File: src/rtl/dd_pkg.sv
// -----------------------------------------------------------------------------
// dd_pkg
// Shared definitions for the data-delivery path: packet geometry, the
// FIFO-plus-converter read latency, and the FX3 transfer FSM state type.
// The packet size is also the data generator's dataAvailable threshold, so
// both sides must take it from here.
// -----------------------------------------------------------------------------
package dd_pkg;

    localparam int DD_PACKET_WORDS = 8192;
    localparam int DD_READ_LATENCY = 2;

    typedef enum logic [2:0] {
        ST_IDLE,
        ST_WAIT_FX3,
        ST_STREAM,
        ST_FLUSH,
        ST_HOLD
    } fx3_state_t;

    // Width of a down-counter that can hold words-1 plus one spare bit.
    function automatic int ddCounterWidth(input int words);
        return $clog2(words) + 1;
    endfunction

endpackage

File: src/rtl/fx3_transfer_controller_strobe_delay_line.sv
// -----------------------------------------------------------------------------
// strobe_delay_line
// Fixed-depth 1-bit shift register. Delays the FIFO read request by the
// read pipeline depth so the FX3 write strobe lines up with valid data.
//
// Ports:
//   clk       in   clock, rising edge
//   nReset    in   asynchronous active-low reset (clears every tap)
//   strobeIn  in   strobe to delay
//   strobeOut out  strobeIn delayed by DEPTH cycles (registered)
// -----------------------------------------------------------------------------
module strobe_delay_line #(
    parameter int DEPTH = 2
) (
    input  logic clk,
    input  logic nReset,
    input  logic strobeIn,
    output logic strobeOut
);

    logic [DEPTH-1:0] taps;

    always_ff @(posedge clk or negedge nReset) begin
        if (!nReset) begin
            taps <= '0;
        end else begin
            taps[0] <= strobeIn;
            for (int i = 1; i < DEPTH; i++) begin
                taps[i] <= taps[i-1];
            end
        end
    end

    assign strobeOut = taps[DEPTH-1];

endmodule

File: src/rtl/fx3_transfer_controller.sv
// -----------------------------------------------------------------------------
// fx3_transfer_controller
// Moves whole packets from the sample FIFO to the FX3 slave FIFO. A packet
// starts once the FIFO holds PACKET_WORDS words and the FX3 has a free DMA
// buffer. Exactly PACKET_WORDS reads are then issued, and the FX3 write
// strobe follows them by READ_LATENCY cycles. FIFO full/empty conditions are
// latched as sticky errors for the host status path.
//
// Optional feature (macro DD_WATERMARK_THROTTLE_EN):
//   When defined, fx3Watermark high pauses reads mid-packet (combinational
//   gate on readData, word counter frozen). When undefined, fx3Watermark is
//   ignored and reads are contiguous.
//
// Ports:
//   fx3Clk          in   sole clock, rising edge
//   nReset          in   asynchronous active-low reset
//   collectData     in   capture enabled
//   dataAvailable   in   FIFO holds at least PACKET_WORDS words
//   emptyError      in   FIFO read side empty
//   fullError       in   FIFO read side full
//   fx3Ready        in   FX3 DMA buffer available (FLAGA)
//   fx3Watermark    in   FX3 nearly-full (FLAGB), used only with the macro
//   readData        out  FIFO read request
//   fx3Write        out  FX3 write strobe, active-high (pads invert to SLWR#)
//   packetActive    out  first read through last write of a packet
//   overflowError   out  sticky: FIFO full was seen
//   underflowError  out  sticky: read issued while FIFO empty
//   packetCount     out  completed packets, wraps at 16 bits
// -----------------------------------------------------------------------------
module fx3_transfer_controller
    import dd_pkg::*;
#(
    parameter int PACKET_WORDS = DD_PACKET_WORDS,
    parameter int READ_LATENCY = DD_READ_LATENCY
) (
    input  logic        fx3Clk,
    input  logic        nReset,
    input  logic        collectData,
    input  logic        dataAvailable,
    input  logic        emptyError,
    input  logic        fullError,
    input  logic        fx3Ready,
    input  logic        fx3Watermark,
    output logic        readData,
    output logic        fx3Write,
    output logic        packetActive,
    output logic        overflowError,
    output logic        underflowError,
    output logic [15:0] packetCount
);

    localparam int CNT_W   = ddCounterWidth(PACKET_WORDS);
    localparam int FLUSH_W = (READ_LATENCY > 1) ? $clog2(READ_LATENCY) : 1;

    localparam logic [CNT_W-1:0]   CNT_LOAD   = CNT_W'(PACKET_WORDS - 1);
    localparam logic [CNT_W-1:0]   CNT_ONE    = CNT_W'(1);
    localparam logic [FLUSH_W-1:0] FLUSH_LOAD = FLUSH_W'(READ_LATENCY - 1);
    localparam logic [FLUSH_W-1:0] FLUSH_ONE  = FLUSH_W'(1);

    fx3_state_t         state;
    logic [CNT_W-1:0]   wordCnt;
    logic [FLUSH_W-1:0] flushCnt;
    logic               streamEn;   // registered: high for every STREAM cycle
    logic               readGate;   // a read actually happens this cycle
    logic               errClear;

`ifdef DD_WATERMARK_THROTTLE_EN
    // FX3 leaves at least READ_LATENCY words of margin below the watermark,
    // so words already in the read pipeline may still be written.
    assign readGate = streamEn & ~fx3Watermark;
`else
    logic unusedWatermark;
    assign unusedWatermark = fx3Watermark;
    assign readGate        = streamEn;
`endif

    assign readData = readGate;

    // Sticky errors are only released while idle with capture switched off,
    // so the host sees them until it deliberately stops collection.
    assign errClear = (state == ST_IDLE) && !collectData;

    always_ff @(posedge fx3Clk or negedge nReset) begin
        if (!nReset) begin
            state        <= ST_IDLE;
            wordCnt      <= '0;
            flushCnt     <= '0;
            streamEn     <= 1'b0;
            packetActive <= 1'b0;
            packetCount  <= 16'd0;
        end else begin
            case (state)
                ST_IDLE: begin
                    if (collectData && dataAvailable && !overflowError) begin
                        state <= ST_WAIT_FX3;
                    end
                end

                // fx3Ready wins if collectData drops on the same cycle: the
                // buffer is already granted and the FIFO already holds a packet.
                ST_WAIT_FX3: begin
                    if (fx3Ready) begin
                        state        <= ST_STREAM;
                        streamEn     <= 1'b1;
                        packetActive <= 1'b1;
                        wordCnt      <= CNT_LOAD;
                    end else if (!collectData) begin
                        state <= ST_IDLE;
                    end
                end

                // collectData and fx3Ready are deliberately not looked at:
                // a started packet always runs to completion.
                ST_STREAM: begin
                    if (readGate) begin
                        if (wordCnt == '0) begin
                            state    <= ST_FLUSH;
                            streamEn <= 1'b0;
                            flushCnt <= FLUSH_LOAD;
                        end else begin
                            wordCnt <= wordCnt - CNT_ONE;
                        end
                    end
                end

                // Wait for the words still in the FIFO/converter pipeline.
                ST_FLUSH: begin
                    if (flushCnt == '0) begin
                        state        <= ST_HOLD;
                        packetActive <= 1'b0;
                        packetCount  <= packetCount + 16'd1;
                    end else begin
                        flushCnt <= flushCnt - FLUSH_ONE;
                    end
                end

                // One spare cycle so FLAGA reflects the buffer just filled.
                ST_HOLD: begin
                    state <= ST_IDLE;
                end

                default: begin
                    state <= ST_IDLE;
                end
            endcase
        end
    end

    // A new error on the clearing cycle still sets the flag.
    always_ff @(posedge fx3Clk or negedge nReset) begin
        if (!nReset) begin
            overflowError  <= 1'b0;
            underflowError <= 1'b0;
        end else begin
            overflowError  <= fullError | (overflowError & ~errClear);
            underflowError <= (readGate & emptyError) | (underflowError & ~errClear);
        end
    end

    strobe_delay_line #(
        .DEPTH(READ_LATENCY)
    ) uStrobeDelay (
        .clk      (fx3Clk),
        .nReset   (nReset),
        .strobeIn (readGate),
        .strobeOut(fx3Write)
    );

endmodule

File: config.mk
export PLATFORM = sky130hd
export DESIGN_NAME = fx3_transfer_controller
export DESIGN_NICKNAME = d
export VERILOG_FILES = /design/src/rtl/dd_pkg.sv /design/src/rtl/fx3_transfer_controller_strobe_delay_line.sv /design/src/rtl/fx3_transfer_controller.sv
export SDC_FILE = /design/constraint.sdc
export NUM_CORES = 1
export LEC_CHECK = 0
export BUFFER_PORTS_ARGS = -buffer_cell sky130_fd_sc_hd__buf_2
export CORE_ASPECT_RATIO = 1.1
export CORE_UTILIZATION = 56
export DETAILED_ROUTE_END_ITERATION = 7
export PLACE_DENSITY = 0.79
export SYNTH_ARGS = -nofsm -noshare
export SYNTH_HDL_FRONTEND = slang
export SYNTH_HIERARCHICAL = 1
export SYNTH_SLANG_ARGS = --single-unit
File: constraint.sdc
create_clock -name fx3Clk -period 2.7 [get_ports fx3Clk]
set_clock_uncertainty 0.2 [all_clocks]
set_input_delay 0.27 -clock fx3Clk [delete_from_list [all_inputs] [get_ports fx3Clk]]
set_output_delay 0.27 -clock fx3Clk [all_outputs]
set_load 0.005 [all_outputs]
; ---- Word-level counts from Yosys, hierarchy flattened
; Index checks and enable logic that the tools add are counted.
[word_totals]
mem_count = 0
wordCells = 66
ff_bits = 40
latch_bits = 0
mem_bits_rw = 0
inputBits = 8
romBits = 0
[op_classes]
magnitude_cmp = 0
add_sub_neg = 3
multipliers = 0
eq_ne = 10
bitwise_logic = 7
n_reduce_logical = 16
shift = 0
muxes = 21
div_mod_pow = 0
[op_table]
columns = operator, n
row1 = $mux W14, 3
row2 = $pmux W14 S2, 1
row3 = $mux W3, 6
row4 = $add A16 B1 Y16 const B, 1
row5 = $logic_not A14 Y1, 1
row6 = $sub A14 B1 Y14 const B, 1
row7 = $pmux W3 S4, 1
row8 = $ne A2 B2 Y1 const B, 5
row9 = $mux W1, 7
row10 = $eq A3 B2 Y1 const B, 2
row11 = $pmux W1 S2, 3
row12 = $reduce_and A3 Y1, 2
row13 = $reduce_bool A2 Y1, 3
row14 = $reduce_and A5 Y1, 1
row15 = $reduce_and A2 Y1, 2
row16 = $reduce_and A4 Y1, 1
row17 = $and A1 B1 Y1, 3
row18 = $eq A3 B1 Y1 const B, 1
row19 = $logic_and A1 B1 Y1, 3
row20 = $logic_not A3 Y1, 1
row21 = $ne A3 B3 Y1 const B, 1
row22 = $logic_not A1 Y1, 2
row23 = $ne A2 B1 Y1 const B, 1
row24 = $not A1 Y1, 2
row25 = 2 further kinds, 3

; ---- Logic depth before layout (Yosys ltp)
; Gate-level depths: netlist of run 1.
[logic_depth]
word_depth = 5
depth_mapped = 7
depth_no_buf = 6

; ---- By module
; Netlist of run 1, hierarchy kept.
[by_module_without_submodules]
columns = module, instances, area_per_inst_um2, cells_each, seq_area_each_um2
row1 = fx3_transfer_controller, 1, 1931.9, 191, 950.9
row2 = strobe_delay_line, 1, 50.0, 2, 50.0

; ---- Worst setup path after synthesis of run 1
; OpenSTA, ideal clock, no wires.
[synth_timing]
path_kind = flip-flop to flip-flop
start = register wordCnt[2]
end = register wordCnt[7]
path_slack_ps = 473
setup_time_ps = 131
path_stages_with_launch = 5
t_arrival_ps = 1896
path_cell_list = dfrtp_1 -> or4_4 -> or4_4 -> o31a_1 -> or3_1
[synth_via]
elab_chain_len = 4
elab_cells_between_ends = 7
[synth_rtl]
columns = item, line
row1 = from (decl), fx3_transfer_controller.sv:61  ; logic [CNT_W-1:0] wordCnt;
row2 = from (signal assigned), fx3_transfer_controller.sv:121  ; wordCnt <= wordCnt - CNT_ONE;
row3 = $sub A14 B1 Y14, fx3_transfer_controller.sv:121
row4 = $mux W14, fx3_transfer_controller.sv:116  ; if (wordCnt == '0) begin
row5 = $mux W14, fx3_transfer_controller.sv:115  ; if (readGate) begin
row6 = $pmux W14 S2, fx3_transfer_controller.sv:92  ; case (state)
; Several ways; a longest one is shown, not always the timed one. The select of a mux whose other input is x is not followed.
; A chain may end at the register's enable or synchronous reset.

; ---- Worst setup path in the final report of run 1
[layout_timing]
start = register wordCnt[0]
end = register wordCnt[8]
; Same word-level chain as after synthesis.

==> run metrics, run 1 <==
status finished, final reports clean; Synth area leader dfrtp_1; Fin Hold WS around 90 ps; ANT cells 0; biggest cell delay along the critical path 540 ps; Int Power 1.19 mW; GR Layer Usage met1 30.6%; Clock power frac 27.1%; net switching power 0.568 mW; endpoint class of the critical path register; Slew @ Worst Pin 871 ps; Synth Instances around 190; GR peak layer met2; die height around 64 um; Cell Area, Synth 0.00198 mm2; Max VDD drop roughly 460 uV; drt wl/cell around 15 um; final hold viol count 0; Synth cell types 41; Net Count, Synth 203; Hold Crit Endpoint state[1]; # Max-Cap Violations 0; leakage ~1 nW; clk buf depth 2; Vias/cell just under 6; minimum clock period 2370 ps; syn avg cell area 10.3 um2; CP Buf/Inv Count 1; Sink Count 40; layout cells sized above 1 between 10% and 20%; GRT Total Usage 24.6%; antenna violation net count after detailed routing 0; Setup CP Type reg2reg; Worst R2R Setup Slack 330 ps; dpl hpwl 2950 um; Yosys top cell area share 50.5%; PortBufs 27; FP Rows 22; Crit path arrival time 2440 ps; Async SR Flop Fraction 100%; worst r2r dst wordCnt[8]; Seq/Total Area, Yosys 50.5%; Cell Count Post-Placement about 260; CTS H-tree lvls 2; largest net degree at the start of global routing 41; M3 GR Usage 5.47%; CP required 2770 ps; DR pass1 iterations 4; hold path cells 3; Fillers 285; Routed WL 4210 um; Final Max Slew Viols 0; period utilization 87.6%; initial antenna violation count 0; DIE AREA 0.00378 mm2; violation count after the first detailed-route iteration 85; Main synth FF type dfrtp_1; CTS root buf clkbuf_4; Final Worst Setup Slack 334 ps; Worst Setup Start Kind register; RSZ-0062 raised after global routing false; Seq pwr share around half; peak fanout along the critical path 7; final net count 235; Switching Share 32.3%; top post-synthesis cells by area dfrtp_1, xnor2_1, a31oi_1, nor4_1, nor2_1; DRC Markers 0; final setup vio count 0; grt ovf 0; met2 usage around 42%; Post-DP Area 0.00217 mm2; crit-path leading delay family simple AND/OR/NAND/NOR gates; Synth Warn # 6; Final Non-Filler Cells 273; worst min path class in2reg; area delta synth->final 16.0%; Yosys reg bits 40; starting density of the core 59.0%; core area 0.00336 mm2; pre-CTS setup slack 398 ps; fin area 0.00230 mm2; fmax 0.423 GHz; Die X 58.7 um; number of flops mapped to enable cells by yosys 0; Max-slew headroom 41.9%; worst skew pair latency 350 ps; CTS buffer count 5; combinational cell fraction of total power 23.8%; CTS tree done; hold path start fx3Ready; Slowest cell on crit path or3b_2; CTS-repair resized insts 0; Ports 29; Sum Neg Setup Slack 0 ps; via count 1626; reg-to-reg startpoint wordCnt[0]; clk slew on worst S/H paths 120 ps; vias in the first global route ~1.5k; critical-path cell list inv_1 -> ha_1 -> or3b_2 -> nor2_1 -> a21oi_1 -> a31oi_1; first-pass GRT wire length 6970 um; R2R depth 6; Final GP Congestion 0.840; Setup Fix Bufs, Post-CTS 0; Pwr per Cell Area 765 mW/mm2
[synth_stat cells, drive strengths merged (5+ instances only)]
cell	number
nand4	7
or4	7
nand3	5
xnor2	11
nor2	13
dfrtp	40
nor4	8
clkbuf	9
a31oi	11
or3	5
inv	5
a21oi	7
nand2	11
[stage by stage]
stage | utilization, % | power (mW)
global route | 68.5 | 1.86
floorplan | - | 1.12
finish | 68.5 | 1.76
CTS | 68.5 | 1.76
global placement | 64.7 | 1.26
detailed placement | 64.7 | 1.29
[worst max-delay path by stage]
stage,from,end,slack [ps],cells past startpoint
6_report,wordCnt[0],wordCnt[8],330,6
5_1_grt,wordCnt[0],wordCnt[8],210,6
4_1_cts,wordCnt[0],wordCnt[8],370,6
3_5_place_dp,wordCnt[2],wordCnt[7],400,4
3_3_place_gp,wordCnt[2],wordCnt[7],430,4
2_1_floorplan,wordCnt[2],wordCnt[7],470,4
[cells in the final DEF (no fill, tap or decap), drive strengths merged, types with 5 or more instances in the layout]
master	n
nor2	13
a21oi	7
or4	7
nand2	11
a31oi	11
inv	5
or3	5
buf	31
nand3	5
clkbuf	5
dfrtp	40
nor4	8
nand4	7
xnor2	11
[power groups by stage]
| stage | clock, mW | combinational (mW) | sequential (mW) |
|---|---|---|---|
| 3_3_place_gp | 0 | 0.397 | 0.859 |
| 4_1_cts | 0.480 | 0.421 | 0.858 |
| 6_report | 0.477 | 0.419 | 0.863 |
| 5_1_grt | 0.509 | 0.473 | 0.883 |
| 2_1_floorplan | 0 | 0.296 | 0.824 |
| 3_5_place_dp | 0 | 0.416 | 0.870 |
[worst reg2reg max path, cell delays in order (launching register included)]
cell and delay (ps):
dfrtp_1 430, inv_1 100, ha_1 200, or3b_2 540, nor2_1 400, a21oi_1 220, a31oi_1 210
[area by class of cell]
type / instances / area [um2] / area share, %
clock buffer: 5 / 37.5 / 1.63
timing repair buffer: 34 / 195 / 8.49
multi-input combinational: 139 / 927 / 40.3
clock inverter: 2 / 60.1 / 2.61
sequential: 40 / 1000 / 43.5
inverter: 5 / 18.8 / 0.816
tap: 48 / 60.1 / 2.61
[logic make-up (layout without fill, tap and decap cells)]
group           count (synthesis)  after routing  share of synthesized area (%)
simple gates                   83             83                           25.4
flops                          40             40                           50.5
compound gates                 36             36                           11.9
xor+xnor                       15             15                           6.63
buf+inv                        14             46                           2.71
mux                             3              3                           1.58
fa+ha+maj                       2              2                           1.26
[flip-flops by register name, summed over array words and instances, names as in the netlist]
register and flops:
packetCount 16, wordCnt 14, state 3, uStrobeDelay/taps 2
flushCnt 1, overflowError 1, packetActive 1, readData 1
underflowError 1
[layer usage]
layer / wire (um) / vias to the layer above
li1: - / 782
met1: 1830 / 793
met2: 2160 / 43
met3: 164 / 8
met4: 51 / 0
met5: 0 / -
[timing repair]
item,in CTS,in global routing
hold buffers,3,0
hold endpoints to repair,42,0
setup endpoints to repair,0,0
Power figures use the tool's default switching activity.
==> inputs of run 2 (changes only) <==
--- a/config.mk
+++ b/config.mk
@@ -7,9 +7,9 @@
 export LEC_CHECK = 0
 export BUFFER_PORTS_ARGS = -buffer_cell sky130_fd_sc_hd__buf_2
 export CORE_ASPECT_RATIO = 1.1
-export CORE_UTILIZATION = 56
+export CORE_UTILIZATION = 35
 export DETAILED_ROUTE_END_ITERATION = 7
-export PLACE_DENSITY = 0.79
+export PLACE_DENSITY = 0.54
 export SYNTH_ARGS = -nofsm -noshare
 export SYNTH_HDL_FRONTEND = slang
 export SYNTH_HIERARCHICAL = 1
==> run 2 against run 1 <==
  * Final area up 0.76%
  * Register-to-register slack barely moved
  * Die area rose by 58%
  * Via count decreased by 3.3%
  * Clock-buffer cell count grew 1
  * Highest routed layer unchanged
  * Wire length down 3.7%
  * First-iteration DRC count down 15%
  * Clock power fell by 20%
  * Sequential share of layout area fell by 0.33 points
==> run metrics, run 2 (synthesis results as in run 1) <==
period utilization 87.9% (was 87.6%); core area 0.00543 mm2 (was 0.00336 mm2); via count 1573 (was 1626); RSZ-0062 raised after global routing false (unchanged); initial antenna violation count 0 (unchanged); violation count after the first detailed-route iteration 72 (was 85); max reg flops 16 (unchanged); Sum Neg Setup Slack 0 ps (unchanged); most flop-heavy register packetCount (unchanged); ANT cells 0 (unchanged); Worst Setup Start Kind register (unchanged); Pwr per Cell Area 718 mW/mm2 (was 765 mW/mm2); Die X 73.8 um (was 58.7 um); final setup vio count 0 (unchanged); worst skew pair latency 290 ps (was 350 ps); Vias/cell 5.24 (was 5.96); worst min path class in2reg (unchanged); Sink Count 40 (unchanged); GR Layer Usage met1 20.2% (was 30.6%); GR peak layer met2 (unchanged); first-pass GRT wire length 6880 um (was 6970 um); DIE AREA 0.00597 mm2 (was 0.00378 mm2); Slew @ Worst Pin 902 ps (was 871 ps); Ports 29 (unchanged); commonest cells after routing, fill and taps aside dfrtp_1, buf_2, nor2_1 (unchanged); GRT Total Usage 15.1% (was 24.6%); Crit path arrival time 2380 ps (was 2440 ps); CP required 2710 ps (was 2770 ps); clk slew on worst S/H paths 70 ps (was 120 ps); grt ovf 0 (unchanged); total power 1.66 mW (was 1.76 mW); M3 GR Usage 3.85% (was 5.47%); layout cells sized above 1 19.6% (was 19.1%); Fillers 549 (was 285); Cell Count Post-Placement 291 (was 263); minimum clock period 2370 ps (about the same); CTS buffer count 5 (unchanged); Max-slew headroom 39.9% (was 41.9%); Setup CP Type reg2reg (unchanged); Post-DP Area 0.00222 mm2 (was 0.00217 mm2); final hold viol count 0 (unchanged); CTS H-tree lvls 2 (unchanged); Top Registers packetCount: 16 flops, wordCnt: 14 flops, state: 3 flops (unchanged); antenna violation net count after detailed routing 0 (unchanged); starting density of the core 36.5% (was 59.0%); dpl hpwl 2710 um (was 2950 um); Final GP Congestion 0.755 (was 0.840); fin area 0.00232 mm2 (was 0.00230 mm2); DR pass1 iterations 4 (unchanged); area delta synth->final 16.9% (was 16.0%); Max VDD drop 256 uV (was 455 uV); endpoint class of the critical path register (unchanged); vias in the first global route 1458 (was 1483); Routed WL 4050 um (was 4210 um); most common cell after layout, fill and taps aside dfrtp_1 (unchanged); CTS-repair resized insts 0 (unchanged); CTS root buf clkbuf_8 (was clkbuf_4); FF+latch area 0.00100 mm2 (unchanged); DRC Markers 0 (unchanged); CTS tree done (unchanged); leakage 0.965 nW (was 0.974 nW); fmax 0.421 GHz (was 0.423 GHz); PortBufs 27 (unchanged); largest net degree at the start of global routing 41 (unchanged); Util after Layout 42.7% (was 68.5%); FP Rows 28 (was 22); area of the multi-input gates 933 um2 (was 927 um2); # Max-Cap Violations 0 (unchanged); die height 80.9 um (was 64.4 um); peak fanout along the critical path 7 (unchanged); met2 usage 23.2% (was 42.2%); status finished, final reports clean (unchanged); final net count 235 (unchanged); Final Non-Filler Cells 300 (was 273); drt wl/cell 13.5 um (was 15.4 um); clk buf depth 2 (unchanged); Final Max Slew Viols 0 (unchanged)
[run 2: final cells by class]
cell class | instances | share of cell area, %
tap | 75 | 4.05
sequential | 40 | 43.2
clock buffer | 6 | 3.13
clock inverter | 1 | 0.216
timing repair buffer | 34 | 8.32
multi-input combinational | 139 | 40.3
inverter | 5 | 0.810
[run 2: worst max-delay path: stages, from the launching register on]
cell,delay [ps]
dfrtp_1,420
inv_1,100
ha_1,200
or3b_2,530
nor2_1,390
a21oi_1,240
a31oi_1,210
[run 2: power breakdown]
group	switching (mW)	total [mW]	leakage (nW)	internal, mW
Combinational	0.214	0.419	0.454	0.205
Clock	0.204	0.380	0.0410	0.176
Sequential	0.155	0.866	0.470	0.711
[run 2: stage by stage]
step / hold WS (ps) / worst slack [ps]
after CTS: 6.90 / 324
after global placement: 131 / 355
final: 16.5 / 327
after floorplan: -226 / 473
after detailed placement: 136 / 337
after global routing: 14.5 / 141
[run 2: worst paths after layout]
check	startpoint	end	slack (ps)	depth (start not counted)
min in group asynchronous	nReset	wordCnt[6]	450	2
max in group asynchronous	nReset	state[1]	1290	2
min reg2reg	uStrobeDelay/taps[0]	uStrobeDelay/taps[1]	150	0
min	emptyError	underflowError	20	2
max	wordCnt[0]	wordCnt[8]	330	6
max reg2reg	wordCnt[0]	wordCnt[8]	330	6
[run 2: metal layers]
| layer | wire, um | vias to the layer above |
|---|---|---|
| met2 | 1810 | 22 |
| li1 | - | 779 |
| met3 | 121 | 7 |
| met5 | 0 | - |
| met4 | 67 | 0 |
| met1 | 2050 | 765 |
[run 2: timing repair]
item                                   4_1_cts  5_1_grt
endpoints found under the hold margin       41        0
setup buffers                                0        0
hold buffers                                 2        0
